**src/rtl/tia_beam_ctrl.sv**
```systemverilog
// Beam scheduler for the TIA video path: paces horizontal/vertical beam
// steps against the LCD writer, issues pixel strobes with blanking, and
// sequences the WSYNC CPU stall and the VSYNC frame restart.
//
// state | meaning
// ------+-------------------------------------------------------------
// INIT  | after reset, waits for the LCD writer to go idle
// RUN   | normal beam pacing; steps when pace_cnt reaches PACE
// SYNC  | one-cycle frame restart after VSYNC, then back to RUN
module tia_beam_ctrl #(
    parameter int unsigned H_TOTAL   = 456,
    parameter int unsigned H_VISIBLE = 320,
    parameter int unsigned V_TOTAL   = 262,
    parameter int unsigned V_VISIBLE = 240,
    parameter int unsigned V_TOP     = 24,
    parameter int unsigned V_BOTTOM  = 226,
    parameter logic [7:0]  PACE      = 8'd255,
    parameter int unsigned HREL_X    = 319
) (
    input  logic       clk_i,
    input  logic       rst_ni,
    input  logic       wsync_i,
    input  logic       vsync_i,
    input  logic       lcd_busy_i,
    output logic [8:0] xpos_o,
    output logic [8:0] ypos_o,
    output logic [8:0] pix_x_o,
    output logic [8:0] pix_y_o,
    output logic       pix_stb_o,
    output logic       pix_blank_o,
    output logic       cursor_rst_o,
    output logic       frame_o,
    output logic       stall_cpu_o
);

    localparam logic [8:0] H_LAST  = 9'(H_TOTAL - 1);
    localparam logic [8:0] V_LAST  = 9'(V_TOTAL - 1);
    localparam logic [8:0] H_VIS   = 9'(H_VISIBLE);
    localparam logic [8:0] V_VIS   = 9'(V_VISIBLE);
    localparam logic [8:0] V_TOP9  = 9'(V_TOP);
    localparam logic [8:0] V_BOT9  = 9'(V_BOTTOM);
    localparam logic [8:0] H_REL9  = 9'(HREL_X);

    typedef enum logic [1:0] {
        ST_INIT = 2'd0,
        ST_RUN  = 2'd1,
        ST_SYNC = 2'd2
    } state_t;

    state_t     state_q, state_d;
    logic [7:0] pace_q, pace_d;
    logic [8:0] x_q, y_q;
    logic       step;
    logic       sync_go;
    logic       pix_vis;
    logic       pix_blk;
    logic       x_wrap;
    logic       y_wrap;

    assign x_wrap  = (x_q == H_LAST);
    assign y_wrap  = (y_q == V_LAST);
    assign pix_vis = (x_q < H_VIS) && (y_q < V_VIS);
    assign pix_blk = (y_q < V_TOP9) || (y_q >= V_BOT9);

    assign xpos_o = x_q;
    assign ypos_o = y_q;

    // State register and pace counter
    always_ff @(posedge clk_i or negedge rst_ni) begin
        if (!rst_ni) begin
            state_q <= ST_INIT;
            pace_q  <= 8'd0;
        end else begin
            state_q <= state_d;
            pace_q  <= pace_d;
        end
    end

    // Next state, pace counting and step decision; VSYNC outranks a step
    always_comb begin
        state_d = state_q;
        pace_d  = pace_q;
        step    = 1'b0;
        sync_go = 1'b0;
        case (state_q)
            ST_INIT: begin
                if (vsync_i) begin
                    state_d = ST_SYNC;
                    sync_go = 1'b1;
                    pace_d  = 8'd0;
                end else if (!lcd_busy_i) begin
                    state_d = ST_RUN;
                end
            end
            ST_RUN: begin
                if (vsync_i) begin
                    state_d = ST_SYNC;
                    sync_go = 1'b1;
                    pace_d  = 8'd0;
                end else if (pace_q == PACE) begin
                    if (!lcd_busy_i) begin
                        step   = 1'b1;
                        pace_d = 8'd0;
                    end
                end else begin
                    pace_d = pace_q + 8'd1;
                end
            end
            ST_SYNC: begin
                state_d = ST_RUN;
            end
            default: begin
                state_d = ST_INIT;
                pace_d  = 8'd0;
            end
        endcase
    end

    // Beam counters: restart on VSYNC, advance one position per step
    always_ff @(posedge clk_i or negedge rst_ni) begin
        if (!rst_ni) begin
            x_q <= 9'd0;
            y_q <= 9'd0;
        end else if (sync_go) begin
            x_q <= 9'd0;
            y_q <= 9'd0;
        end else if (step) begin
            if (x_wrap) begin
                x_q <= 9'd0;
                y_q <= y_wrap ? 9'd0 : y_q + 9'd1;
            end else begin
                x_q <= x_q + 9'd1;
            end
        end
    end

    // Pixel strobe, frame/cursor pulses and the WSYNC stall (a new WSYNC beats a release)
    always_ff @(posedge clk_i or negedge rst_ni) begin
        if (!rst_ni) begin
            pix_stb_o    <= 1'b0;
            pix_blank_o  <= 1'b0;
            pix_x_o      <= 9'd0;
            pix_y_o      <= 9'd0;
            frame_o      <= 1'b0;
            cursor_rst_o <= 1'b0;
            stall_cpu_o  <= 1'b0;
        end else begin
            pix_stb_o    <= step && pix_vis;
            pix_blank_o  <= step && pix_vis && pix_blk;
            if (step && pix_vis) begin
                pix_x_o <= x_q;
                pix_y_o <= y_q;
            end
            frame_o      <= step && x_wrap && y_wrap;
            cursor_rst_o <= sync_go;
            if (sync_go) begin
                stall_cpu_o <= 1'b0;
            end else if (wsync_i) begin
                stall_cpu_o <= 1'b1;
            end else if (step && (x_q == H_REL9)) begin
                stall_cpu_o <= 1'b0;
            end
        end
    end

endmodule

```
**config.mk**
```make
export PLATFORM = sky130hd
export DESIGN_NAME = tia_beam_ctrl
export DESIGN_NICKNAME = d
export VERILOG_FILES = /design/src/rtl/tia_beam_ctrl.sv
export SDC_FILE = /design/constraint.sdc
export NUM_CORES = 1
export LEC_CHECK = 0
export BUFFER_PORTS_ARGS = -buffer_cell sky130_fd_sc_hd__buf_4
export CAP_MARGIN = 20
export CORE_MARGIN = 1
export CORE_UTILIZATION = 55
export CTS_CLUSTER_DIAMETER = 80
export DETAILED_ROUTE_END_ITERATION = 10
export GPL_TIMING_DRIVEN = 1
export PLACE_DENSITY = 0.76
export SETUP_SLACK_MARGIN = 0.05
export SKIP_LAST_GASP = 1
export SLEW_MARGIN = 20
export SYNTH_ARGS = -nofsm -noshare
export SYNTH_HDL_FRONTEND = slang
export SYNTH_SLANG_ARGS = --single-unit
```
**constraint.sdc**
```tcl
create_clock -name clk_i -period 2.5 [get_ports clk_i]
set_input_delay 0.5 -clock clk_i [delete_from_list [all_inputs] [get_ports clk_i]]
set_output_delay 0.5 -clock clk_i [all_outputs]
set_load 0.005 [all_outputs]
```
==> flow_summary.rst, run 1 <==
.. list-table::
   :header-rows: 1

   * - Metric
     - Value
   * - Final WL
     - 4.81 mm
   * - Final design utilization
     - 73.0%
   * - Endpoints failing setup
     - 0
   * - GRT Util Overall
     - 22.0%
   * - Total iterations of the first detailed-routing run
     - 4
   * - Initial DRC count
     - 120
   * - Nature of the critical path startpoint
     - register
   * - TritonCTS clock tree
     - built
   * - Number of buffers added by the clock tree synthesis step
     - 5
   * - Flip-flop and latch count after synthesis
     - 51
   * - Library cells used by synthesis
     - 41
   * - Reg-to-Reg End
     - pix_x_o[8]
   * - Instance area at placement
     - 2890 um2
   * - Maximum count of clock buffers along a single path
     - 2
   * - Net count of the mapped netlist
     - 235
   * - Post-synthesis instance area
     - 2450 um2
   * - Cts hold-fix bufs
     - 0
   * - Vias after detailed routing
     - 1892
   * - Final net count
     - 289
   * - Transition time at the pin with the least slew margin
     - 619 ps
   * - Final worst clock skew
     - 7.03 ps
   * - Total of cells resized after clock tree synthesis
     - 0
   * - Number of max-cap violations
     - 0
   * - Initial Utilization
     - 59.1%
   * - Synth async-reset ratio
     - 100%
   * - Layout cells sized above 1
     - 27.4%
   * - Slew Viols, Final
     - 0
   * - Mapped Cells
     - 226
   * - Path type of the worst min-delay path
     - in -> async
   * - Top cells by area, synth
     - sky130_fd_sc_hd__dfrtp_1 (52%), sky130_fd_sc_hd__mux2_4 (6.1%), sky130_fd_sc_hd__o21ai_0 (3.5%)
   * - P per Cell Area
     - 522 nW/um2
   * - Clock net sink count
     - 51
   * - Average routed wire per standard cell
     - 14.5 um
   * - RSZ-0062 raised after global routing
     - no
   * - Total negative slack for setup checks
     - 0 ps
   * - Critical Path AT
     - 2480 ps
   * - Headroom to the max-slew limit
     - 58.8%
   * - Count of flip-flops with a built-in enable after synthesis
     - 0
   * - Sequential fraction of the synthesis area
     - 52.1%
   * - Port Buffer Count
     - 45
   * - Hold Slack
     - 203 ps
   * - Clock network latency to the later pin of the worst-skew pair
     - 310 ps
   * - Flop-to-flop setup slack
     - 210 ps
   * - Root Buffer
     - sky130_fd_sc_hd__clkbuf_8
   * - Number of antenna violations at the first check in global routing
     - 0
   * - Filler cell count
     - 320
   * - Final critical-path share of the clock period
     - 91.7%
   * - Number of cell instances on the worst register-to-register path
     - 6
   * - CP max FO
     - 16
   * - Cell leakage power
     - 1.47 nW
   * - Post-synthesis area per instance
     - 10.8 um2
   * - Post-detailed-route DRC marker count
     - 0
   * - Final critical-path setup slack
     - 208 ps
   * - Maximum vdd drop
     - 0.353 mV
   * - Number of global-route vias before repair
     - 1677
   * - Core Box Area
     - 4140 um2
   * - Run status
     - finished, final reports clean
   * - R2r startpoint
     - pace_q[0]
   * - Setup fix buffers added after clock tree synthesis
     - 0
   * - ANT nets after route
     - 0
   * - Fraction of synthesized cell area taken by the top area cell type
     - 52.1%
   * - Dominant synthesized flop cell
     - sky130_fd_sc_hd__dfrtp_1
   * - Gpl congestion
     - 0.837
   * - Diode count
     - 0
   * - FP Rows
     - 23
   * - Place WS
     - 64.0 ps
   * - Required time of the critical path
     - 2690 ps
   * - Vertical die dimension
     - 68.7 um
   * - Number of I/O pins
     - 46
   * - Horizontal extent of the die
     - 68.7 um
   * - GRT overflow
     - 0
   * - Setup Crit Path Kind
     - reg -> reg
   * - Combined flip-flop and latch cell area
     - 1280 um2
   * - First-pass GRT wire length
     - 7.62 mm
   * - Final hold viol count
     - 0
   * - Final Critical Period
     - 2290 ps
   * - Pin count of the biggest net entering global routing
     - 52
   * - Vias per inst
     - 5.72
   * - Worst setup EP type
     - register
   * - Achievable clock frequency
     - 436 MHz
   * - DPL Wire Length
     - 3.28 mm
   * - Multi-input logic area
     - 1090 um2
   * - Synth warn
     - 0
   * - Total number of H-tree levels
     - 2
   * - Post-route cell area
     - 3030 um2
   * - Library cell with the largest summed area after synthesis
     - sky130_fd_sc_hd__dfrtp_1
   * - Clock edge transition at the registers on the reported setup and hold paths
     - 90 ps
   * - Die outline area
     - 4720 um2
   * - Synth-to-Final Area Change
     - 23.6%
[worst max path at each step]
stage / start / to / slack (ps) / cells past startpoint
after floorplan: vsync_i / pix_x_o[5] / 90 / 7
after global placement: vsync_i / pix_x_o[4] / 90 / 6
after detailed placement: vsync_i / pix_y_o[7] / 60 / 6
after CTS: pace_q[0] / pix_x_o[8] / 200 / 6
after global routing: pace_q[0] / pix_x_o[8] / 70 / 6
final: pace_q[0] / pix_x_o[8] / 210 / 6
[kinds of logic after synthesis]
family	count (synthesis)	synth area share, %
xor+xnor	3	1.07
compound gates	53	14.2
mux	18	9.76
flops	51	52.1
simple gates	81	17.3
buf+inv	16	3.42
fa+ha+maj	4	2.05
[registers in the layout, summed over array words and instances, names as in the netlist]
register,flops
cursor_rst_o,1
stall_cpu_o,1
ypos_o,9
state_q,2
frame_o,1
pace_q,8
xpos_o,9
pix_stb_o,1
pix_y_o,9
pix_x_o,9
pix_blank_o,1
[power breakdown]
group	switching (mW)	total [mW]	internal, mW
registers	0.00788	0.841	0.833
clock network	0.271	0.669	0.399
logic	0.0434	0.0685	0.0251
total	0.322	1.58	1.26
[routing by layer]
layer	global-route usage, %	routed length (um)	share of wire, %
met3	3.45	259	5.4
met1	29.5	2350	49
met4	9.18	67	1.4
met5	0	0	0
met2	35.4	2130	44
[layout by cell type, fill, tap and decap left out, drive strengths merged, types with 4 or more instances in the layout]
cell type,synthesis,layout
ha,4,4
nor2,11,11
a21oi,15,15
nand3,9,9
nand2,21,21
mux2,17,17
and3,7,7
buf,4,57
dfrtp,51,51
nor3,4,4
nand3b,4,4
nand4,5,5
or3,4,4
inv,6,6
clkbuf,6,5
o21bai,4,4
o21ai,17,17
[cell usage after synthesis, drive strengths merged, types with 2 or more instances]
library cell / instances
buf: 4
nand2b: 3
nand2: 21
mux2: 17
clkbuf: 6
or4: 3
ha: 4
dfrtp: 51
nor2: 11
inv: 6
nand3: 9
nor4: 3
o211ai: 2
nand4: 5
a21oi: 15
o31ai: 2
or3: 4
o21bai: 4
nor2b: 3
and3: 7
o21ai: 17
a311oi: 2
xor2: 3
nor3b: 2
a21o: 2
nand3b: 4
nor3: 4
[critical path, cell delays in order, from the launching register on]
cell and delay [ps]:
sky130_fd_sc_hd__dfrtp_1 400, sky130_fd_sc_hd__ha_1 220, sky130_fd_sc_hd__nand4_1 120, sky130_fd_sc_hd__or4_1 580, sky130_fd_sc_hd__a2111oi_4 300, sky130_fd_sc_hd__buf_12 210
sky130_fd_sc_hd__mux2_1 340
[stage by stage]
step | instances | total power, mW
6_report | 331 | 1.58
3_5_place_dp | 323 | 0.927
3_3_place_gp | 323 | 0.926
2_1_floorplan | 226 | 0.887
5_1_grt | 331 | 1.64
4_1_cts | 331 | 1.60
[area by class of cell]
| class | instances | share of cell area, % |
|---|---|---|
| Timing Repair Buffer | 57 | 14.6 |
| Inverter | 6 | 0.744 |
| Multi-Input combinational cell | 159 | 35.9 |
| Sequential cell | 51 | 42.2 |
| Tap cell | 50 | 2.07 |
| Clock inverter | 3 | 2.23 |
| Clock buffer | 5 | 2.27 |
No activity file was read; power rests on OpenSTA's default activity.
==> run 2: changes to the inputs <==
==> constraint.sdc (replaced) <==
create_clock -name clk_i -period 2.57 [get_ports clk_i]
set_input_delay 0.514 -clock clk_i [delete_from_list [all_inputs] [get_ports clk_i]]
set_output_delay 0.514 -clock clk_i [all_outputs]
set_load 0.005 [all_outputs]
==> run 2 against run 1 <==
Effect of this change:
- non-clock buffer count down 2
- die area unchanged
- register-to-register slack better by 90 ps
- global-route usage up 0.84 points
- wire length up 0.29%
- power down 2.7%
- hold slack better by 11 ps
- maximum frequency up 0.91%
- worst setup slack better by 91 ps
- cell area down 0.50%
- sequential share of layout area up 0.21 points
- first-iteration DRC count down 13%
- critical path type unchanged
- critical endpoint is now pix_x_o[4]
- largest power group unchanged
==> flow_summary.rst, run 2 (synthesis gave the netlist of run 1 again) <==
.. list-table::
   :header-rows: 1

   * - Metric
     - Value
   * - Run status
     - finished, final reports clean
   * - Internal power of the cells
     - 1.22 mW
   * - Comb power frac
     - 4.3%
   * - Number of antenna violations at the first check in global routing
     - 0
   * - Pin count of the biggest net entering global routing
     - 52
   * - Vias per inst
     - 5.74
   * - Critical path buffers and inverters
     - 1
   * - DPL Wire Length
     - 3.30 mm
   * - Clock edge transition at the registers on the reported setup and hold paths
     - 90 ps
   * - Number of buffers added by the clock tree synthesis step
     - 5
   * - Die outline area
     - 4720 um2
   * - Root Buffer
     - sky130_fd_sc_hd__clkbuf_8
   * - Combined flip-flop and latch cell area
     - 1280 um2
   * - Highest layer used for signal routing
     - met4
   * - Gpl congestion
     - 0.837
   * - Hold Slack
     - 213 ps
   * - Initial DRC count
     - 105
   * - Number of I/O pins
     - 46
   * - Switching Share
     - 20.4%
   * - P per Cell Area
     - 510 nW/um2
   * - Path type of the worst min-delay path
     - in -> async
   * - Synth-to-Final Area Change
     - 23.0%
   * - FP Rows
     - 23
   * - Chain of cells forming the critical path
     - ha_1, nand4_1, or4_1, a2111oi_4, buf_12, mux2_1
   * - Post-detailed-route DRC marker count
     - 0
   * - Worst setup EP type
     - register
   * - Headroom to the max-slew limit
     - 59.2%
   * - Clock net sink count
     - 51
   * - Slowest cell on the critical path
     - sky130_fd_sc_hd__or4_1
   * - Maximum count of clock buffers along a single path
     - 2
   * - Final WL
     - 4.82 mm
   * - Vias after detailed routing
     - 1890
   * - Total of cells resized after clock tree synthesis
     - 0
   * - Total iterations of the first detailed-routing run
     - 4
   * - Port Buffer Count
     - 45
   * - Number of cell instances on the worst register-to-register path
     - 6
   * - CP max FO
     - 16
   * - Clock network latency to the later pin of the worst-skew pair
     - 310 ps
   * - Logic depth of the worst setup path including buffers
     - 6
   * - Final critical-path share of the clock period
     - 88.4%
   * - Number of max-cap violations
     - 0
   * - Setup fix buffers added after clock tree synthesis
     - 0
   * - Largest delay share family, worst path
     - simple AND/OR/NAND/NOR gates
   * - Setup Crit Path Kind
     - reg -> reg
   * - Final net count
     - 287
   * - Cell leakage power
     - 1.46 nW
   * - Final Critical Period
     - 2270 ps
   * - GRT Util Overall
     - 22.8%
   * - Core Box Area
     - 4140 um2
   * - Total number of H-tree levels
     - 2
   * - ANT nets after route
     - 0
   * - Top library cells by usage in the layout, fill and taps aside
     - sky130_fd_sc_hd__buf_4 (54), sky130_fd_sc_hd__dfrtp_1 (51), sky130_fd_sc_hd__nand2_1 (21)
   * - Slew Viols, Final
     - 0
   * - Average routed wire per standard cell
     - 14.6 um
   * - Total negative slack for setup checks
     - 0 ps
   * - Wire length on met1
     - 2.28 mm
   * - Achievable clock frequency
     - 440 MHz
   * - First-pass GRT wire length
     - 7.87 mm
   * - Routed length on met3
     - 258 um
   * - GRT overflow
     - 0
   * - Final hold viol count
     - 0
   * - RSZ-0062 raised after global routing
     - no
   * - Horizontal extent of the die
     - 68.7 um
   * - Total length of routed met2 wires
     - 2.20 mm
   * - Final worst clock skew
     - 5.99 ps
   * - Filler cell count
     - 308
   * - Nature of the critical path startpoint
     - register
   * - Largest stage delay on the critical path
     - 580 ps
   * - Switch Pwr
     - 314 uW
   * - Sequential share of power
     - 53.3%
   * - Critical Path AT
     - 2470 ps
   * - Power share of the clock group
     - 42.4%
   * - Cts hold-fix bufs
     - 0
   * - TritonCTS clock tree
     - built
   * - Vertical die dimension
     - 68.7 um
   * - Number of global-route vias before repair
     - 1711
   * - Layout cells sized above 1
     - 26.9%
   * - Initial Utilization
     - 59.1%
   * - Most common cell after layout, fill and taps aside
     - sky130_fd_sc_hd__buf_4
   * - Design Power
     - 1.54 mW
   * - Endpoints failing setup
     - 0
   * - Maximum vdd drop
     - 0.331 mV
   * - Multi-input logic area
     - 1090 um2
   * - Diode count
     - 0
   * - Transition time at the pin with the least slew margin
     - 612 ps
   * - Required time of the critical path
     - 2770 ps
-- run 2: changes by cell type in the layout (fill, tap and decap cells not counted) --
cell,delta
sky130_fd_sc_hd__buf_4,-2
-- run 2: metrics by stage --
stage	utilization [%]	std cells	setup slack [ps]	instance area [um2]
floorplan	-	226	151	2450
global placement	69.4	321	150	2870
detailed placement	69.4	321	113	2870
CTS	72.6	329	278	3010
global route	72.6	329	74.4	3010
finish	72.6	329	299	3010
-- run 2: layout make-up --
type	instances	share of cell area, %
flip-flops and latches	51	42.4
multi-input cells	159	36.1
repair buffers	55	14.1
clock buffers	5	2.29
clock inverters	3	2.24
well taps	50	2.08
inverters	6	0.748
-- run 2: path summary, 6_finish.rpt --
check | from | to | slack, ps
max in group asynchronous | rst_ni | stall_cpu_o | 1950
worst min-delay path | rst_ni | pix_y_o[5] | 210
worst max register to register | pace_q[0] | pix_x_o[4] | 300
worst max-delay path | pace_q[0] | pix_x_o[4] | 300
min in group clk_i | wsync_i | stall_cpu_o | 430
worst min register to register | pix_y_o[7] | pix_y_o[7] | 500
-- run 2: routing by layer --
metal	GRT usage, %	up-vias
met3	4.61	8
met4	8.42	0
li1	-	925
met2	35.8	58
met1	31.3	899
met5	0	-
-- run 2: worst reg2reg max path, cell delays in order, from the launching register on --
cell                        delay (ps)
sky130_fd_sc_hd__dfrtp_1           390
sky130_fd_sc_hd__ha_1              220
sky130_fd_sc_hd__nand4_1           120
sky130_fd_sc_hd__or4_1             580
sky130_fd_sc_hd__a2111oi_4         300
sky130_fd_sc_hd__buf_12            220
sky130_fd_sc_hd__mux2_1            330
-- run 2: power groups by stage --
stage                     logic (mW)  registers (mW)  clock network [mW]
final                         0.0662           0.818               0.652
after global routing          0.0771           0.821               0.696
after CTS                     0.0684           0.818               0.667
after detailed placement      0.0684           0.834                   0
after global placement        0.0675           0.834                   0
after floorplan               0.0296           0.833                   0
==> run 3: changes to the inputs <==
--- a/config.mk
+++ b/config.mk
@@ -5,14 +5,16 @@
 export SDC_FILE = /design/constraint.sdc
 export NUM_CORES = 1
 export LEC_CHECK = 0
+export ABC_AREA = 1
 export BUFFER_PORTS_ARGS = -buffer_cell sky130_fd_sc_hd__buf_4
 export CAP_MARGIN = 20
 export CORE_MARGIN = 1
-export CORE_UTILIZATION = 55
+export CORE_UTILIZATION = 56
 export CTS_CLUSTER_DIAMETER = 80
 export DETAILED_ROUTE_END_ITERATION = 10
 export GPL_TIMING_DRIVEN = 1
-export PLACE_DENSITY = 0.76
+export PLACE_DENSITY = 0.77
+export RECOVER_POWER = 25
 export SETUP_SLACK_MARGIN = 0.05
 export SKIP_LAST_GASP = 1
 export SLEW_MARGIN = 20
==> run 3 against run 2 <==
Effect of this change:
- power decreased by 8.6%
- critical path depth is 2 higher
- final cell count grew 34%
- critical endpoint is now pix_x_o[3]
- largest cell class unchanged
==> flow_summary.rst, run 3 <==
.. list-table::
   :header-rows: 1

   * - Metric
     - Value
   * - Top library cells by usage in the layout, fill and taps aside
     - sky130_fd_sc_hd__nand2_1 (110), sky130_fd_sc_hd__dfrtp_1 (51), sky130_fd_sc_hd__inv_1 (49)
   * - Setup fix buffers added after clock tree synthesis
     - 0
   * - Slew Viols, Final
     - 0
   * - Count of flip-flops with a built-in enable after synthesis
     - 0
   * - Gpl congestion
     - 0.829
   * - ANT nets after route
     - 0
   * - Diode count
     - 0
   * - Horizontal extent of the die
     - 71.6 um
   * - Top cells by area, synth
     - sky130_fd_sc_hd__dfrtp_1 (47%), sky130_fd_sc_hd__nand2_1 (15%), sky130_fd_sc_hd__inv_1 (6.8%)
   * - Number of global-route vias before repair
     - 2218
   * - Clock network latency to the later pin of the worst-skew pair
     - 300 ps
   * - Number of max-cap violations
     - 0
   * - Critical Path AT
     - 1990 ps
   * - DPL Wire Length
     - 4.35 mm
   * - Final critical-path share of the clock period
     - 70.4%
   * - Reg-to-Reg End
     - pix_x_o[3]
   * - Clock edge transition at the registers on the reported setup and hold paths
     - 90 ps
   * - GRT overflow
     - 0
   * - Min-delay src
     - wsync_i
   * - Vias after detailed routing
     - 2319
   * - Core Box Area
     - 4500 um2
   * - Total iterations of the first detailed-routing run
     - 4
   * - Top-count cell post-synth
     - sky130_fd_sc_hd__nand2_1
   * - Most common cell after layout, fill and taps aside
     - sky130_fd_sc_hd__nand2_1
   * - Number of I/O pins
     - 46
   * - Post-synthesis instance area
     - 2710 um2
   * - Fraction of synthesized cell area taken by the top area cell type
     - 47.1%
   * - Pin count of the biggest net entering global routing
     - 52
   * - Vias per inst
     - 5.25
   * - Path type of the worst min-delay path
     - in -> reg
   * - Post-detailed-route DRC marker count
     - 0
   * - Final hold viol count
     - 0
   * - Library cells used by synthesis
     - 24
   * - Achievable clock frequency
     - 553 MHz
   * - Initial DRC count
     - 111
   * - Nature of the critical path startpoint
     - register
   * - Number of antenna violations at the first check in global routing
     - 0
   * - Root Buffer
     - sky130_fd_sc_hd__clkbuf_8
   * - Final WL
     - 5.94 mm
   * - Library cell with the largest summed area after synthesis
     - sky130_fd_sc_hd__dfrtp_1
   * - Transition time at the pin with the least slew margin
     - 1250 ps
   * - Die outline area
     - 5120 um2
   * - Required time of the critical path
     - 2750 ps
   * - Flop-to-flop setup slack
     - 760 ps
   * - Worst setup EP type
     - register
   * - Number of buffers added by the clock tree synthesis step
     - 5
   * - CP max FO
     - 36
   * - RSZ-0062 raised after global routing
     - no
   * - Cts hold-fix bufs
     - 0
   * - Total negative slack for setup checks
     - 0 ps
   * - Worst setup path endpoint
     - pix_x_o[3]
   * - Port Buffer Count
     - 45
   * - Clock net sink count
     - 51
   * - Maximum count of clock buffers along a single path
     - 2
   * - Post-synthesis area per instance
     - 7.97 um2
   * - Final Critical Period
     - 1810 ps
   * - Most common library cells after synthesis
     - sky130_fd_sc_hd__nand2_1 (110), sky130_fd_sc_hd__dfrtp_1 (51), sky130_fd_sc_hd__inv_1 (49), sky130_fd_sc_hd__nor2_1 (30), sky130_fd_sc_hd__nand3_1 (25)
   * - Synth async-reset ratio
     - 100%
   * - Net count of the mapped netlist
     - 349
   * - Total of cells resized after clock tree synthesis
     - 0
   * - Cell leakage power
     - 1.74 nW
   * - Synth warn
     - 0
   * - Hold Slack
     - 449 ps
   * - Endpoints failing setup
     - 0
   * - GRT Util Overall
     - 24.9%
   * - Initial Utilization
     - 60.2%
   * - Average routed wire per standard cell
     - 13.4 um
   * - R2r startpoint
     - pace_q[0]
   * - TritonCTS clock tree
     - built
   * - Layout cells sized above 1
     - 22.3%
   * - Sequential fraction of the synthesis area
     - 47.1%
   * - First-pass GRT wire length
     - 10.1 mm
   * - Vertical die dimension
     - 71.6 um
   * - Mapped Cells
     - 340
   * - Run status
     - finished, final reports clean
   * - Headroom to the max-slew limit
     - 16.4%
   * - Number of cell instances on the worst register-to-register path
     - 8
   * - Final worst clock skew
     - 6.03 ps
   * - Dominant synthesized flop cell
     - sky130_fd_sc_hd__dfrtp_1
   * - Setup Crit Path Kind
     - reg -> reg
   * - P per Cell Area
     - 441 nW/um2
   * - Flip-flop and latch count after synthesis
     - 51
   * - Critical Path Source
     - pace_q[0]
   * - Total number of H-tree levels
     - 2
   * - Synth-to-Final Area Change
     - 17.4%
   * - Maximum vdd drop
     - 0.388 mV
   * - FP Rows
     - 24
   * - Final net count
     - 398
[run 3: changes by cell type after synthesis, moves of 5 or more]
cell	change
sky130_fd_sc_hd__clkbuf_1	-6
sky130_fd_sc_hd__o21ai_2	+17
sky130_fd_sc_hd__nand3_1	+16
sky130_fd_sc_hd__and3_1	-7
sky130_fd_sc_hd__mux2_4	-10
sky130_fd_sc_hd__inv_1	+43
sky130_fd_sc_hd__a21oi_1	-14
sky130_fd_sc_hd__nand2_2	+5
sky130_fd_sc_hd__nor2_1	+19
sky130_fd_sc_hd__nand2_1	+89
sky130_fd_sc_hd__mux2_1	-7
[run 3: layout make-up]
class / count / area, um2
clock buffers: 6 / 82.6
clock inverters: 2 / 16.3
fillers: 372 / 1320
inverters: 50 / 188
multi-input cells: 235 / 1210
flip-flops and latches: 51 / 1280
well taps: 52 / 65.1
repair buffers: 46 / 343
[run 3: routing by layer]
metal	track usage (%)	wire, um
met5	0	0
met4	7.19	74
met3	3.94	291
met2	40.3	2780
met1	35.1	2790
[run 3: metrics by stage]
stage	instance area, um2	util (%)	setup WS (ps)	std cells	power, mW
3_5_place_dp	3090	68.5	633	434	0.933
3_3_place_gp	3090	68.5	712	434	0.930
5_1_grt	3180	70.7	641	442	1.45
6_report	3180	70.7	760	442	1.40
4_1_cts	3190	70.7	765	442	1.42
2_1_floorplan	2710	-	1070	340	0.889
[run 3: report_power, final]
| part | total [mW] | switching (mW) | internal, mW |
|---|---|---|---|
| clock | 0.489 | 0.269 | 0.220 |
| combinational | 0.0936 | 0.0690 | 0.0245 |
| sequential | 0.822 | 0.00934 | 0.813 |
[run 3: cell families after synthesis]
group	count (synthesis)	synth area share [%]
compound gates	37	9.88
buf+inv	54	8.21
flops	51	47.1
fa+ha+maj	4	1.85
xor+xnor	7	2.26
simple gates	187	30.7
[run 3: critical path: stages, from the launching register on]
cell and delay [ps]:
sky130_fd_sc_hd__dfrtp_1 420, sky130_fd_sc_hd__ha_1 220, sky130_fd_sc_hd__nand3_2 100, sky130_fd_sc_hd__inv_2 110
sky130_fd_sc_hd__nand2_2 100, sky130_fd_sc_hd__nor2_8 170, sky130_fd_sc_hd__nand2_4 290, sky130_fd_sc_hd__nand2_1 200
sky130_fd_sc_hd__o21ai_2 70
[run 3: worst min-delay path by stage]
stage / end / slack, ps / depth (start not counted)
floorplan: cursor_rst_o / 220 / 0
global placement: pix_x_o[1] / 470 / 2
detailed placement: pix_y_o[7] / 470 / 2
CTS: pace_q[6] / 250 / 1
global route: stall_cpu_o / 470 / 3
finish: stall_cpu_o / 450 / 3
